[src/rtl/wb_port_arbiter_if.sv]
// Writeback bus between the execute units, the arbiter and the PRF write ports.
interface wb_port_arbiter_if #(
  parameter int DW = 32,
  parameter int PW = 6
) ();
  logic          aluen, sfuen, bruen, aguen;
  logic [PW-1:0] alurd, sfurd, brurd, agurd;
  logic [DW-1:0] aluout, sfuout, bruout, aguout;
  logic          alurdy, sfurdy, brurdy, agurdy;
  logic          wp0_en, wp1_en;
  logic [PW-1:0] wp0_rd, wp1_rd;
  logic [DW-1:0] wp0_data, wp1_data;

  modport master (
    output aluen, sfuen, bruen, aguen,
    output alurd, sfurd, brurd, agurd,
    output aluout, sfuout, bruout, aguout,
    input  alurdy, sfurdy, brurdy, agurdy,
    input  wp0_en, wp1_en, wp0_rd, wp1_rd,
    input  wp0_data, wp1_data
  );

  modport slave (
    input  aluen, sfuen, bruen, aguen,
    input  alurd, sfurd, brurd, agurd,
    input  aluout, sfuout, bruout, aguout,
    output alurdy, sfurdy, brurdy, agurdy,
    output wp0_en, wp1_en, wp0_rd, wp1_rd,
    output wp0_data, wp1_data
  );
endinterface

[src/rtl/wb_port_arbiter.sv]
// Round-robin arbiter sharing two PRF write ports among alu/sfu/bru/agu.
// WB_PERF_CNT_EN builds the saturating stall-cycle counter.
module wb_port_arbiter #(
  parameter int DW = 32,
  parameter int PW = 6
) (
  input  logic        clk,
  input  logic        rst,
  input  logic        flush,
  wb_port_arbiter_if.slave bus,
  output logic [15:0] conflict_cnt
);
  logic [3:0]    en;
  logic [PW-1:0] rd_in [4];
  logic [DW-1:0] dat_in [4];

  logic [3:0]    buf_full_q, buf_full_d;
  logic [PW-1:0] buf_rd_q [4];
  logic [PW-1:0] buf_rd_d [4];
  logic [DW-1:0] buf_dat_q [4];
  logic [DW-1:0] buf_dat_d [4];
  logic [1:0]    rr_q, rr_d;

  logic          wp0_en_q, wp0_en_d;
  logic          wp1_en_q, wp1_en_d;
  logic [PW-1:0] wp0_rd_q, wp0_rd_d;
  logic [PW-1:0] wp1_rd_q, wp1_rd_d;
  logic [DW-1:0] wp0_dat_q, wp0_dat_d;
  logic [DW-1:0] wp1_dat_q, wp1_dat_d;

  logic [3:0]    cand_v;
  logic [PW-1:0] cand_rd [4];
  logic [DW-1:0] cand_dat [4];
  logic [3:0]    gnt;
  logic          g0_v, g1_v;
  logic [1:0]    g0_idx, g1_idx, last, idx;

  always_comb begin
    en = {bus.aguen, bus.bruen, bus.sfuen, bus.aluen};
    rd_in[0]  = bus.alurd;
    rd_in[1]  = bus.sfurd;
    rd_in[2]  = bus.brurd;
    rd_in[3]  = bus.agurd;
    dat_in[0] = bus.aluout;
    dat_in[1] = bus.sfuout;
    dat_in[2] = bus.bruout;
    dat_in[3] = bus.aguout;
  end

  // A full buffer shadows the input: rdy is low, so en is ignored.
  always_comb begin
    for (int i = 0; i < 4; i++) begin
      cand_v[i]   = ~flush & (buf_full_q[i] | en[i]);
      cand_rd[i]  = buf_full_q[i] ? buf_rd_q[i] : rd_in[i];
      cand_dat[i] = buf_full_q[i] ? buf_dat_q[i] : dat_in[i];
    end
  end

  always_comb begin
    gnt    = '0;
    g0_v   = 1'b0;
    g1_v   = 1'b0;
    g0_idx = '0;
    g1_idx = '0;
    last   = rr_q;
    idx    = '0;
    for (int k = 0; k < 4; k++) begin
      idx = rr_q + 2'(k);
      if (cand_v[idx] && !g1_v) begin
        gnt[idx] = 1'b1;
        last     = idx;
        if (!g0_v) begin
          g0_v   = 1'b1;
          g0_idx = idx;
        end else begin
          g1_v   = 1'b1;
          g1_idx = idx;
        end
      end
    end
  end

  always_comb begin
    buf_full_d = buf_full_q;
    buf_rd_d   = buf_rd_q;
    buf_dat_d  = buf_dat_q;
    rr_d       = g0_v ? last + 2'd1 : rr_q;
    wp0_en_d   = g0_v;
    wp1_en_d   = g1_v;
    wp0_rd_d   = g0_v ? cand_rd[g0_idx]  : wp0_rd_q;
    wp0_dat_d  = g0_v ? cand_dat[g0_idx] : wp0_dat_q;
    wp1_rd_d   = g1_v ? cand_rd[g1_idx]  : wp1_rd_q;
    wp1_dat_d  = g1_v ? cand_dat[g1_idx] : wp1_dat_q;
    if (flush) begin
      buf_full_d = '0;
    end else begin
      for (int i = 0; i < 4; i++) begin
        if (buf_full_q[i]) begin
          if (gnt[i]) buf_full_d[i] = 1'b0;
        end else if (en[i] && !gnt[i]) begin
          buf_full_d[i] = 1'b1;
          buf_rd_d[i]   = rd_in[i];
          buf_dat_d[i]  = dat_in[i];
        end
      end
    end
  end

  always_ff @(posedge clk) begin
    if (rst) begin
      buf_full_q <= '0;
      rr_q       <= '0;
      wp0_en_q   <= 1'b0;
      wp1_en_q   <= 1'b0;
      wp0_rd_q   <= '0;
      wp1_rd_q   <= '0;
      wp0_dat_q  <= '0;
      wp1_dat_q  <= '0;
      for (int i = 0; i < 4; i++) begin
        buf_rd_q[i]  <= '0;
        buf_dat_q[i] <= '0;
      end
    end else begin
      buf_full_q <= buf_full_d;
      rr_q       <= rr_d;
      wp0_en_q   <= wp0_en_d;
      wp1_en_q   <= wp1_en_d;
      wp0_rd_q   <= wp0_rd_d;
      wp1_rd_q   <= wp1_rd_d;
      wp0_dat_q  <= wp0_dat_d;
      wp1_dat_q  <= wp1_dat_d;
      buf_rd_q   <= buf_rd_d;
      buf_dat_q  <= buf_dat_d;
    end
  end

  assign bus.alurdy   = ~buf_full_q[0];
  assign bus.sfurdy   = ~buf_full_q[1];
  assign bus.brurdy   = ~buf_full_q[2];
  assign bus.agurdy   = ~buf_full_q[3];
  assign bus.wp0_en   = wp0_en_q;
  assign bus.wp1_en   = wp1_en_q;
  assign bus.wp0_rd   = wp0_rd_q;
  assign bus.wp1_rd   = wp1_rd_q;
  assign bus.wp0_data = wp0_dat_q;
  assign bus.wp1_data = wp1_dat_q;

`ifdef WB_PERF_CNT_EN
  logic [15:0] cnt_q, cnt_d;

  always_comb begin
    cnt_d = cnt_q;
    if (|buf_full_d && cnt_q != 16'hFFFF) cnt_d = cnt_q + 16'd1;
  end

  always_ff @(posedge clk) begin
    if (rst) cnt_q <= '0;
    else     cnt_q <= cnt_d;
  end

  assign conflict_cnt = cnt_q;
`else
  assign conflict_cnt = '0;
`endif
endmodule

[src/flat_wrapper.sv]
// flat-port wrapper written by rule: the top's interface ports become plain ports
module wb_port_arbiter_flat 
#(
  parameter int DW = 32,
  parameter int PW = 6
)
  (clk, rst, flush, conflict_cnt, bus_aluen, bus_sfuen, bus_bruen, bus_aguen, bus_alurd, bus_sfurd, bus_brurd, bus_agurd, bus_aluout, bus_sfuout, bus_bruout, bus_aguout, bus_alurdy, bus_sfurdy, bus_brurdy, bus_agurdy, bus_wp0_en, bus_wp1_en, bus_wp0_rd, bus_wp1_rd, bus_wp0_data, bus_wp1_data);
  wb_port_arbiter_if #(.DW(DW), .PW(PW)) bus_i ();
  input  logic clk;
  input  logic rst;
  input  logic flush;
  output logic [15:0] conflict_cnt;
  input wire logic [$bits(bus_i.aluen)-1:0] bus_aluen;
  input wire logic [$bits(bus_i.sfuen)-1:0] bus_sfuen;
  input wire logic [$bits(bus_i.bruen)-1:0] bus_bruen;
  input wire logic [$bits(bus_i.aguen)-1:0] bus_aguen;
  input wire logic [$bits(bus_i.alurd)-1:0] bus_alurd;
  input wire logic [$bits(bus_i.sfurd)-1:0] bus_sfurd;
  input wire logic [$bits(bus_i.brurd)-1:0] bus_brurd;
  input wire logic [$bits(bus_i.agurd)-1:0] bus_agurd;
  input wire logic [$bits(bus_i.aluout)-1:0] bus_aluout;
  input wire logic [$bits(bus_i.sfuout)-1:0] bus_sfuout;
  input wire logic [$bits(bus_i.bruout)-1:0] bus_bruout;
  input wire logic [$bits(bus_i.aguout)-1:0] bus_aguout;
  output wire logic [$bits(bus_i.alurdy)-1:0] bus_alurdy;
  output wire logic [$bits(bus_i.sfurdy)-1:0] bus_sfurdy;
  output wire logic [$bits(bus_i.brurdy)-1:0] bus_brurdy;
  output wire logic [$bits(bus_i.agurdy)-1:0] bus_agurdy;
  output wire logic [$bits(bus_i.wp0_en)-1:0] bus_wp0_en;
  output wire logic [$bits(bus_i.wp1_en)-1:0] bus_wp1_en;
  output wire logic [$bits(bus_i.wp0_rd)-1:0] bus_wp0_rd;
  output wire logic [$bits(bus_i.wp1_rd)-1:0] bus_wp1_rd;
  output wire logic [$bits(bus_i.wp0_data)-1:0] bus_wp0_data;
  output wire logic [$bits(bus_i.wp1_data)-1:0] bus_wp1_data;
  assign bus_i.aluen = bus_aluen;
  assign bus_i.sfuen = bus_sfuen;
  assign bus_i.bruen = bus_bruen;
  assign bus_i.aguen = bus_aguen;
  assign bus_i.alurd = bus_alurd;
  assign bus_i.sfurd = bus_sfurd;
  assign bus_i.brurd = bus_brurd;
  assign bus_i.agurd = bus_agurd;
  assign bus_i.aluout = bus_aluout;
  assign bus_i.sfuout = bus_sfuout;
  assign bus_i.bruout = bus_bruout;
  assign bus_i.aguout = bus_aguout;
  assign bus_alurdy = bus_i.alurdy;
  assign bus_sfurdy = bus_i.sfurdy;
  assign bus_brurdy = bus_i.brurdy;
  assign bus_agurdy = bus_i.agurdy;
  assign bus_wp0_en = bus_i.wp0_en;
  assign bus_wp1_en = bus_i.wp1_en;
  assign bus_wp0_rd = bus_i.wp0_rd;
  assign bus_wp1_rd = bus_i.wp1_rd;
  assign bus_wp0_data = bus_i.wp0_data;
  assign bus_wp1_data = bus_i.wp1_data;
  wb_port_arbiter #(.DW(DW), .PW(PW)) u_core (.clk(clk), .rst(rst), .flush(flush), .bus(bus_i), .conflict_cnt(conflict_cnt));
endmodule
[config.mk]
export PLATFORM = sky130hd
export DESIGN_NAME = wb_port_arbiter_flat
export DESIGN_NICKNAME = d
export VERILOG_FILES = /design/src/rtl/wb_port_arbiter_if.sv /design/src/rtl/wb_port_arbiter.sv /design/src/flat_wrapper.sv
export SDC_FILE = /design/constraint.sdc
export NUM_CORES = 1
export LEC_CHECK = 0
export BUFFER_PORTS_ARGS = -buffer_cell sky130_fd_sc_hd__buf_2
export CAP_MARGIN = 5
export CORE_MARGIN = 5
export CORE_UTILIZATION = 37
export DETAILED_ROUTE_END_ITERATION = 7
export SLEW_MARGIN = 20
export SYNTH_ARGS = -nofsm -noshare
export SYNTH_HDL_FRONTEND = slang
export SYNTH_SLANG_ARGS = --single-unit
[constraint.sdc]
create_clock -name clk -period 8.36 [get_ports clk]
set_clock_uncertainty 0.05 [all_clocks]
set_input_delay 1.254 -clock clk [delete_from_list [all_inputs] [get_ports clk]]
set_output_delay 1.254 -clock clk [all_outputs]
set_load 0.05 [all_outputs]
Yosys cells after proc, flatten, opt, wreduce, memory -nomap -nowiden
Index checks and enable logic that the tools add are counted.
- logic and storage cells: 147
- register bits: 236
- bitwise gates (word level): 18
- reduce and logical (&&, ||, !) cells: 21
- $lt $le $gt $ge: 10
- add/subtract/negate cells: 4
- muxes and demuxes: 78
- operators by type and width (operator ; number):
    $mux 32 ; 8
    $bmux 32 s2 ; 2
    $mux 6 ; 8
    $mux 2 ; 16
    $mux 1 ; 30
    $bmux 6 s2 ; 2
    $mux 4 ; 4
    $lt 2x3->1 const B ; 4
    $or 4x4->4 ; 3
    $reduce_and 3->1 ; 4
    $logic_and 1x1->1 ; 10
    $bmux 1 s2 ; 4
    $demux 1 s2 ; 4
    $ge 2x1->1 const B ; 4
    $ge 3x3->1 const B ; 2
    $logic_not 1->1 ; 6
    $not 2->3 ; 2
    $not 1->1 ; 5
    $add 2x1->2 const B ; 2
    $add 2x2->2 const B ; 2
    $and 1x1->1 ; 4
    $or 1x1->1 ; 4
    $reduce_or 2->1 ; 1

Logic depth before layout (Yosys ltp)
- depth in word-level cells: 17
- depth in mapped cells: 14

Worst setup path before layout
Ideal clock, no wire load.
- path type: input port to flip-flop
- start point: input bus_aguen
- end point: register u_core.rr_q[1]
- setup time: 0.074 ns
- data required time: 8.236 ns
- arrival time: 3.463 ns
- stages on the path: 7
- buffers on the path: 0
- path slack: 4.773 ns
- path through: or2_1 > mux4_2 > o32ai_1 > or3b_1 > xnor2_1 > or4_1 > a31oi_1
- word-level cells in the longest chain between the ends: 14
- elaborated cells between the ends (all ways): 26
- RTL lines (item ; line ; text):
    start: declaration ; flat_wrapper.sv:16 ; input wire logic [$bits(bus_i.aguen)-1:0] bus_aguen;
    $or 1x1->1 * ; wb_port_arbiter.sv:53 ; cand_v[i] = ~flush & (buf_full_q[i] | en[i]);
    $and 1x1->1 * ; wb_port_arbiter.sv:53 ;
    $bmux 1 s2 ; wb_port_arbiter.sv:69 ; if (cand_v[idx] && !g1_v) begin
    $mux 1 (not written as such) ; wb_port_arbiter.sv:69 ;
    $mux 1 ; wb_port_arbiter.sv:69 ;
    $mux 1 ; wb_port_arbiter.sv:72 ; if (!g0_v) begin
    $mux 1 ; wb_port_arbiter.sv:69 ;
    $logic_not 1->1 ; wb_port_arbiter.sv:69 ;
    $logic_and 1x1->1 ; wb_port_arbiter.sv:69 ;
    $mux 1 ; wb_port_arbiter.sv:69 ;
    $logic_not 1->1 ; wb_port_arbiter.sv:69 ;
    $logic_and 1x1->1 ; wb_port_arbiter.sv:69 ;
    $mux 2 ; wb_port_arbiter.sv:69 ;
    $add 2x1->2 ; wb_port_arbiter.sv:87 ; rr_d = g0_v ? last + 2'd1 : rr_q;
    end signal: assignment ; wb_port_arbiter.sv:125 ; rr_q <= rr_d;
    end: declaration ; wb_port_arbiter.sv:22 ; logic [1:0] rr_q, rr_d;
Mark *: on every way between the ends. The rest lies on a longest branch, timed or not. The select of a mux whose other input is x is not followed.
A chain may end at the register's enable or synchronous reset.

Final worst setup path
- start point: register u_core.rr_q[1]
- end point: register u_core.wp0_dat_q[0], in the netlist u_core.bus.wp0_data[0]
- word-level cells in the longest chain between the ends: 15
- elaborated cells between the ends (all ways): 34
- RTL lines (item ; line ; text):
    branches (longest 15 deep; another with $add 2x1->2) ; n/a ;
    end signal: assignment ; wb_port_arbiter.sv:130 ; wp0_dat_q <= wp0_dat_d;
    end: declaration ; wb_port_arbiter.sv:28 ; logic [DW-1:0] wp0_dat_q, wp0_dat_d;
Parallel ways; which one is timed is not known. The select of a mux whose other input is x is not followed.

==> qor.txt <==
maximum clock insertion buffer count - 3
final critical delay including setup and external delays - 5.32 ns
wire length of the first global-routing pass - 83100 µm
number of fillers in the final layout - 3813
CP required - 8.68 ns
initial core utilization - 37.2%
register area - 4730 µm²
post-CTS clock slew at the launch and capture registers of the worst setup and hold paths - 0.07 ns
Final Setup Violations - 0
# Post-CTS Setup Buffers - 0
die height - 207 µm
number of optimization iterations in the first detailed-route pass - 5
routed via count - 13900
master cell of the clock root buffer - sky130_fd_sc_hd__clkbuf_16
multi-input gate area in the final layout - 8740 µm²
maximum number of pins on one net before global-route repair - 89
hold buffers post-CTS - 0
startpoint of the worst register-to-register path - u_core.rr_q[1]
class of the worst hold path - flop to flop
clock tree from TritonCTS - yes
via count of the first global-routing pass - 13500
Main synth FF type - sky130_fd_sc_hd__dfxtp_1
Placement Rows - 72
max capacitance violation total - 0
Final #Nets - 2009
fraction of layout instances using a drive strength above 1 - 26.6%
post-synthesis average cell area - 8.45 µm²
number of enable-type register cells in the synthesized netlist - 0
total length of routed wires - 56200 µm
worst slew pin tran - 1.16 ns
total DRC errors in the routed layout - 0
final RePlAce weighted congestion - 0.853
latest clock arrival within the worst-skew pair - 0.54 ns
sequential element share of the synthesized area - 33.1%
leading cell type in the layout, fill and taps excluded - sky130_fd_sc_hd__nand2_1
Avg WL per Cell - 23.6 µm
maximum achievable frequency - 0.188 GHz
synth unique cells - 87
count of input and output buffers - 240
die outline area - 42700 µm²
Area growth syn-to-layout - 15.6%
Top-Level Pins - 257
cells resized by post-CTS repair - 0
# H-tree levels - 1
final hold viol count - 0
critical path type - flop to flop
Die Wd - 207 µm
Critical Path Fanout Max - 35
Detail Route Antenna Nets - 0
via-per-instance ratio - 5.83
placed wire-length estimate - 37300 µm
Final Core Density - 42.9%
total CTS buffers - 27
global route overflow - 0
post-route fraction of the period consumed by the critical path - 63.6%
status - complete, no violations
total routing usage reported by global routing - 25.1%
Critical Path Source - u_core.rr_q[1]
type of destination of the critical path - flop
endpoint arrival time on the critical path - 5.64 ns
number of synthesized register bits - 236
highest-count cells in the layout ignoring fill and taps - 374 x sky130_fd_sc_hd__nand2_1, 239 x sky130_fd_sc_hd__buf_2, 232 x sky130_fd_sc_hd__dfxtp_1, 159 x sky130_fd_sc_hd__a21oi_1, 138 x sky130_fd_sc_hd__mux2i_1
Core Box Area - 38500 µm²
Initial DRC Count - 1306
antenna violations before repair - 4
Slew Limit Headroom - 22.1%
Max Transition Viols Final - 0
number of sinks driven by the clock tree - 236
Post-synth ARST share - 0%
Max rail drop VDD - 191 µV
post-synthesis cell area - 14300 µm²
crit start category - flop
unrepaired setup endpoints after global routing - false
setup TNS - 0 ns
Leak Pwr - 6.42 nW
launch point of the worst hold path - u_core.buf_dat_q[118]
synthesized instance count - 1691
Warnings, synthesis - 0
areal power density over the cells - 353 nW/µm²
[kinds of logic (layout without fill, tap and decap cells)]
logic type	after synthesis	in the layout	synth area share, %
other cells	1	20	0.0262
flops	236	236	33.1
xor+xnor	3	3	0.184
fa+ha+maj	8	8	0.700
compound gates	442	442	22.4
simple gates	546	546	16.7
mux	259	259	20.1
buf+inv	196	349	6.74
[registers in the layout, summed over array words and instances, names as in the netlist]
register,flops
u_core.bus.wp0_rd,6
u_core.bus.wp0_data,32
u_core.rr_q,2
u_core.bus.wp1_rd,6
u_core.buf_full_q,4
u_core.buf_rd_q,24
u_core.bus.wp1_en,1
u_core.buf_dat_q,128
u_core.bus.wp0_en,1
u_core.bus.wp1_data,32
[critical path: stages (launching register included)]
cell and delay (ns):
sky130_fd_sc_hd__dfxtp_1 0.70, sky130_fd_sc_hd__clkinv_1 0.50, sky130_fd_sc_hd__ha_1 0.71, sky130_fd_sc_hd__nor2b_1 0.29, sky130_fd_sc_hd__nand3_1 0.21, sky130_fd_sc_hd__a211oi_1 0.26
sky130_fd_sc_hd__a31o_2 0.73, sky130_fd_sc_hd__nor2_4 0.23, sky130_fd_sc_hd__buf_4 0.39, sky130_fd_sc_hd__o21ai_0 0.74, sky130_fd_sc_hd__a2111oi_0 0.27
[layout make-up]
type                    count  area share (%)
clock inverters             6           0.500
clock buffers              40            4.69
inverters                  41           0.947
well taps                 518            3.92
flip-flops and latches    236            28.6
diodes                      4          0.0606
multi-input cells        1274            52.9
repair buffers            262            8.31
[final timing paths]
| check | to | slack [ns] | depth (start not counted) |
|---|---|---|---|
| hold reg to reg | u_core.buf_dat_q[118] | 0.40 | 2 |
| setup / recovery | u_core.bus.wp0_data[0] | 3.04 | 10 |
| setup reg to reg | u_core.bus.wp0_data[0] | 3.04 | 10 |
| hold / removal | u_core.buf_dat_q[118] | 0.40 | 2 |
[report_power, final]
part | total, mW | switching, mW | leakage [nW] | internal [mW]
Sequential | 1.58 | 0.194 | 1.94 | 1.39
Clock | 1.18 | 0.484 | 0.418 | 0.696
Combinational | 3.07 | 2.11 | 4.07 | 0.959
Total | 5.83 | 2.79 | 6.42 | 3.04
[layer usage]
| metal | part of all wire (%) | GRT usage [%] | up-vias |
|---|---|---|---|
| li1 | - | - | 6428 |
| met5 | 0 | 0 | - |
| met1 | 43 | 34.4 | 6716 |
| met4 | 3.0 | 7.39 | 0 |
| met3 | 7.2 | 3.55 | 106 |
| met2 | 46 | 41.3 | 636 |
[synth_stat cells, types with 5 or more instances]
master | n | area (µm²)
sky130_fd_sc_hd__nand2_1 | 375 | 1410
sky130_fd_sc_hd__dfxtp_1 | 236 | 4720
sky130_fd_sc_hd__a21oi_1 | 160 | 801
sky130_fd_sc_hd__mux2i_1 | 138 | 1380
sky130_fd_sc_hd__mux2_2 | 88 | 991
sky130_fd_sc_hd__clkbuf_1 | 68 | 255
sky130_fd_sc_hd__nor2_1 | 66 | 248
sky130_fd_sc_hd__o21ai_0 | 64 | 320
sky130_fd_sc_hd__buf_4 | 40 | 300
sky130_fd_sc_hd__inv_1 | 39 | 146
sky130_fd_sc_hd__a211oi_1 | 37 | 278
sky130_fd_sc_hd__buf_2 | 30 | 150
sky130_fd_sc_hd__o221ai_1 | 30 | 263
sky130_fd_sc_hd__mux2_4 | 27 | 405
sky130_fd_sc_hd__a222oi_1 | 26 | 260
sky130_fd_sc_hd__a221oi_1 | 19 | 166
sky130_fd_sc_hd__a221oi_2 | 15 | 225
sky130_fd_sc_hd__nand3_1 | 15 | 75.1
sky130_fd_sc_hd__and3_1 | 14 | 87.6
sky130_fd_sc_hd__nor3_1 | 14 | 70.1
sky130_fd_sc_hd__buf_1 | 12 | 45.0
sky130_fd_sc_hd__a221o_1 | 11 | 110
sky130_fd_sc_hd__o31ai_1 | 11 | 82.6
sky130_fd_sc_hd__or3_1 | 11 | 68.8
sky130_fd_sc_hd__ha_1 | 8 | 100
sky130_fd_sc_hd__o221ai_2 | 7 | 105
sky130_fd_sc_hd__o32ai_1 | 7 | 61.3
sky130_fd_sc_hd__a31oi_1 | 6 | 37.5
sky130_fd_sc_hd__or4_1 | 6 | 45.0
sky130_fd_sc_hd__a311oi_1 | 5 | 43.8
sky130_fd_sc_hd__buf_6 | 5 | 56.3
sky130_fd_sc_hd__nand2b_1 | 5 | 31.3
sky130_fd_sc_hd__nor4_1 | 5 | 31.3
sky130_fd_sc_hd__o211ai_1 | 5 | 37.5
[stage by stage]
stage                     setup slack, ns  cell area [µm²]  hold WS, ns  power, mW  std cells
final                                3.04            16500        0.402       5.83       2381
after global routing                 2.72            16500        0.419       6.09       2379
after CTS                            3.17            16500        0.404       5.82       2377
after detailed placement             3.23            15600        0.393       4.63       2331
after global placement               3.32            15600        0.388       4.59       2331
after floorplan                      4.77            14300        0.383       3.81       1706
(Power assumes the default switching activity.)
